==> config.mk <==
export PLATFORM = sky130hd
export DESIGN_NAME = param_twisted_ring_counter
export DESIGN_NICKNAME = d
export VERILOG_FILES = /design/src/rtl/param_twisted_ring_counter.sv
export SDC_FILE = /design/constraint.sdc
export NUM_CORES = 1
export LEC_CHECK = 0
export ABC_AREA = 1
export CORE_ASPECT_RATIO = 0.9
export CORE_MARGIN = 2
export CORE_UTILIZATION = 47
export CTS_BUF_LIST = sky130_fd_sc_hd__clkbuf_8
export DETAILED_ROUTE_END_ITERATION = 7
export PLACE_DENSITY = 0.78
export SYNTH_ARGS = -nofsm -noshare
export SYNTH_HDL_FRONTEND = slang
export SYNTH_SLANG_ARGS = --single-unit
==> constraint.sdc <==
create_clock -name clk -period 2.4 [get_ports clk]
set_input_delay 0.48 -clock clk [delete_from_list [all_inputs] [get_ports clk]]
set_output_delay 0.48 -clock clk [all_outputs]
set_load 0.02 [all_outputs]
==> src/rtl/param_twisted_ring_counter.sv <==
// Parameterised twisted-ring (Johnson) / one-hot ring counter.
// q and idx are registered together so idx always names the position of q
// in its sequence. Illegal states (from an illegal load value or an upset)
// are steered back to the reset state with a one-cycle err pulse.
module param_twisted_ring_counter #(
  parameter int WIDTH = 4,
  parameter int MODE  = 1
) (
  input  logic                             clk,
  input  logic                             rst,
  input  logic                             en,
  input  logic                             dir,
  input  logic                             load,
  input  logic [WIDTH-1:0]                 load_val,
  output logic [WIDTH-1:0]                 q,
  output logic [$clog2(2*WIDTH)-1:0]       idx,
  output logic                             wrap,
  output logic                             err
);

  localparam int IDXW    = $clog2(2*WIDTH);
  localparam int NSTATES = (MODE == 1) ? 2*WIDTH : WIDTH;
  localparam logic [WIDTH-1:0] Q0 = (MODE == 1) ? '0 : WIDTH'(1);
  localparam logic [IDXW-1:0]  IDX_LAST = IDXW'(NSTATES-1);

  logic [WIDTH-1:0] r_q;
  logic [IDXW-1:0]  r_idx;
  logic             r_wrap;
  logic             r_err;

  logic [WIDTH-1:0] w_q_nxt;
  logic             w_wrap_nxt;
  logic             w_err_nxt;

  function automatic int popcount(input logic [WIDTH-1:0] v);
    int c;
    c = 0;
    for (int i = 0; i < WIDTH; i++) begin
      if (v[i]) c++;
    end
    return c;
  endfunction

  // Johnson codes are exactly the words with at most one 0/1 boundary
  // between adjacent bits; one-hot codes have exactly one bit set.
  function automatic logic is_legal(input logic [WIDTH-1:0] v);
    int t;
    t = 0;
    if (MODE == 1) begin
      for (int i = 0; i < WIDTH-1; i++) begin
        if (v[i] != v[i+1]) t++;
      end
      return (t <= 1);
    end
    return (popcount(v) == 1);
  endfunction

  function automatic logic [IDXW-1:0] index_of(input logic [WIDTH-1:0] v);
    int n;
    n = 0;
    if (MODE == 1) begin
      if (v[0]) n = popcount(v);
      else      n = (2*WIDTH - popcount(v)) % (2*WIDTH);
    end else begin
      for (int i = 0; i < WIDTH; i++) begin
        if (v[i]) n = i;
      end
    end
    return IDXW'(n);
  endfunction

  function automatic logic [WIDTH-1:0] step(input logic [WIDTH-1:0] v,
                                            input logic d);
    if (MODE == 1) begin
      if (d) return {~v[0], v[WIDTH-1:1]};
      return {v[WIDTH-2:0], ~v[WIDTH-1]};
    end
    if (d) return {v[0], v[WIDTH-1:1]};
    return {v[WIDTH-2:0], v[WIDTH-1]};
  endfunction

  // Next-state selection: load, then illegal-state recovery, then step, else hold.
  always_comb begin
    w_q_nxt    = r_q;
    w_wrap_nxt = 1'b0;
    w_err_nxt  = 1'b0;
    if (load) begin
      if (is_legal(load_val)) begin
        w_q_nxt = load_val;
      end else begin
        w_q_nxt   = Q0;
        w_err_nxt = 1'b1;
      end
    end else if (!is_legal(r_q)) begin
      w_q_nxt   = Q0;
      w_err_nxt = 1'b1;
    end else if (en) begin
      w_q_nxt    = step(r_q, dir);
      w_wrap_nxt = dir ? (r_idx == '0) : (r_idx == IDX_LAST);
    end
  end

  // State, index and status pulses, all cleared asynchronously by rst.
  always_ff @(posedge clk or posedge rst) begin
    if (rst) begin
      r_q    <= Q0;
      r_idx  <= '0;
      r_wrap <= 1'b0;
      r_err  <= 1'b0;
    end else begin
      r_q    <= w_q_nxt;
      r_idx  <= index_of(w_q_nxt);
      r_wrap <= w_wrap_nxt;
      r_err  <= w_err_nxt;
    end
  end

  assign q    = r_q;
  assign idx  = r_idx;
  assign wrap = r_wrap;
  assign err  = r_err;

endmodule
==> impl_metrics.env <==
export IMPL_tightest_slew_ns=0.3735
export IMPL_cts_htree_levels=1
export IMPL_dp_hpwl_um=1678
export IMPL_status="complete, but fails checks"
export IMPL_max_clock_freq_mhz=384.5
export IMPL_grt_pass1_vias=1131
export IMPL_detail_route_antenna_nets=0
export IMPL_stdcell_count=208
export IMPL_setup_viol=4
export IMPL_cp_arrival_ns=2.71
export IMPL_slew_violations=0
export IMPL_grt_max_degree=10
export IMPL_clock_latency_ns=0.23
export IMPL_grt_overflow_total=0
export IMPL_start_util_pct=49.92
export IMPL_skew_ns=0.0004426
export IMPL_startpoint="q[1]"
export IMPL_first_iter_violations=32
export IMPL_viasPerCell=5.332
export IMPL_ys_warn_count=0
export IMPL_synth_cell_type_count=24
export IMPL_p_leak_nw=0.8163
export IMPL_wl_um=3547
export IMPL_rsz0062_at_grt="true"
export IMPL_numPortBuffers=17
export IMPL_period_minus_slack_ns=2.600
export IMPL_place_area_um2=1254
export IMPL_fin_nets=202
export IMPL_syn_inst=117
export IMPL_fin_area_um2=1556
export IMPL_area_delta_synth_final_pct=87.35
export IMPL_die_h_um=43.89
export IMPL_layout_drive_gt1_share_pct=56.52
export IMPL_hold_ws_ns=0.5172
export IMPL_synth_nets=134
export IMPL_yosysSeqAreaShare_pct=27.11
export IMPL_synthTopCellsByArea="dfrtp_1 27%, ha_1 12%, nand2_1 12%"
export IMPL_drc=0
export IMPL_dp_cells=183
export IMPL_io_pins=18
export IMPL_core_area_um2=1664
export IMPL_cts_tree="yes"
export IMPL_powerDensity_nw_per_um2=926.8
export IMPL_period_share_pct=108.4
export IMPL_max_cap_violations=0
export IMPL_violations="negative setup slack"
export IMPL_yosys_area_top_type="dfrtp_1"
export IMPL_layout_setup_ws_ns=-0.2005
export IMPL_grt_use_total_pct=32.36
export IMPL_vias=1109
export IMPL_critPathRequiredTime_ns=2.51
export IMPL_cts_buffers=3
export IMPL_cts_num_sinks=9
export IMPL_cp_max_fo=3
export IMPL_ys_ff_latch=9
export IMPL_synth_top_area_share_pct=27.11
export IMPL_utilization_pct=93.53
export IMPL_avgSynthCellArea_um2=7.101
export IMPL_fp_dieW_um=48.32
export IMPL_grt_pass1_wl_um=5168
export IMPL_num_antenna_cells=0
export IMPL_hp_class="input pin to asynchronous set/reset pin"
export IMPL_multi_input_area_um2=636.9
export IMPL_timing_slew_headroom_pct=75.07
export IMPL_grt_antenna_before_repair=0
export IMPL_rr_startpoint="q[1]"
export IMPL_dieArea_um2=2120
export IMPL_clkTransAtPathRegs_ns=0.05
export IMPL_row_count=14
export IMPL_first_pass_iters=4
export IMPL_wl_per_cell_um=17.05
export IMPL_peakVddDrop_mv=0.7587
export IMPL_cts_root_buffer="clkbuf_8"
export IMPL_fillers=58
export IMPL_seqCellArea_um2=227.7
export IMPL_cts_hold_buf=0
export IMPL_start_kind="flop"
export IMPL_tns_ns=-0.5496
export IMPL_end_kind="flop"
export IMPL_path_class="flop to flop"
export IMPL_place_congestion=0.7976
export IMPL_clockBufferDepth=2
export IMPL_hold_viol=0
export IMPL_syn_cell_area_um2=830.8
## flip-flops by register name (all words and copies together) (netlist names)
register  flops
q             4
idx           3
err           1
wrap          1
## cell type report
type / instances / share of cell area [%]
Sequential cell: 9 / 14.63
Clock inverter: 1 / 0.2412
Clock buffer: 3 / 2.653
Timing Repair Buffer: 65 / 33.36
Multi-Input combinational cell: 81 / 40.92
Inverter: 25 / 6.270
Tap cell: 24 / 1.929
## where the power goes
| part | total (mW) | switching, mW | internal, mW | leakage, nW |
|---|---|---|---|---|
| clock | 0.177 | 0.0653 | 0.112 | 0.0269 |
| combinational | 1.01 | 0.513 | 0.500 | 0.679 |
| sequential | 0.253 | 0.0497 | 0.203 | 0.110 |
## logic make-up (layout without fill, tap and decap cells)
kind of cell	Yosys count	count (layout)	synth area share, %
AO/OA/AOI/OAI	12	12	8.734
flip-flops	9	9	27.11
adder cells (fa/ha/maj)	8	8	12.05
AND/OR/NAND/NOR	57	57	34.94
XOR/XNOR	4	4	4.218
buffers and inverters	27	94	12.95
## cells in the final DEF, fill, tap and decap left out, drive strengths merged
| cell type | instances |
|---|---|
| buf | 50 |
| dfrtp | 9 |
| clkbuf | 4 |
| xor2 | 2 |
| inv | 25 |
| clkinv | 1 |
| nand2 | 35 |
| nand3b | 1 |
| nor2 | 7 |
| a21oi | 2 |
| clkdlybuf4s50 | 14 |
| o21ai | 8 |
| nor3 | 1 |
| nand3 | 13 |
| ha | 8 |
| xnor2 | 2 |
| o211ai | 2 |
## stage by stage
step	power (mW)	setup slack, ns
after global placement	0.9207	-0.5442
after floorplan	0.6378	-0.003456
final	1.443	-0.2005
after detailed placement	0.9500	-0.6234
after CTS	1.316	-0.07297
after global routing	1.532	-0.3133
## repair_timing
action                                  4_1_cts  5_1_grt
pin swaps                                    13        8
endpoints found under the setup margin        3        4
gates resized for setup                      25       14
setup buffers                                20        1
## per-layer routing
layer  global-route usage [%]  share of wire, %
met1                    33.12                37
met2                    63.89                51
met3                    6.552               6.1
met4                    16.00               5.8
met5                        0                 0
## synthesized netlist by cell type
master / count
buf_2: 1
nand3_1: 10
o21ai_2: 1
nand2_1: 26
nand2_4: 2
nor3_1: 1
nand3_4: 1
xor2_1: 2
xnor2_1: 2
dfrtp_1: 9
clkinv_2: 1
a21oi_2: 1
o211ai_1: 2
o21ai_1: 2
o21ai_0: 5
nand3b_1: 1
buf_4: 1
a21oi_1: 1
nand2_2: 7
inv_1: 19
nor2_1: 7
inv_2: 5
ha_1: 8
nand3_2: 2
## critical path, stage by stage, from the launching register on
cell      delay [ns]
dfrtp_2         0.45
xor2_2          0.18
inv_2           0.07
ha_4            0.16
nand3b_1        0.18
nand2_1         0.10
inv_2           0.05
nand2_2         0.07
inv_2           0.06
o21ai_2         0.18
inv_2           0.08
ha_4            0.29
inv_4           0.05
nand3_4         0.07
nand2_4         0.06
ha_4            0.15
inv_2           0.05
nand2_2         0.07
nand3_2         0.08
nand2_1         0.07
## path summary, 6_finish.rpt
| check | end | slack (ns) | depth (start not counted) |
|---|---|---|---|
| setup / recovery | idx[2] | -0.20 | 19 |
| hold / removal | wrap | 0.52 | 2 |
| setup reg to reg | idx[2] | -0.20 | 19 |
| hold reg to reg | wrap | 0.68 | 3 |
| max in group asynchronous | q[1] | 1.59 | 2 |
| min in group clk | wrap | 0.68 | 3 |
Power figures use the tool's default switching activity.
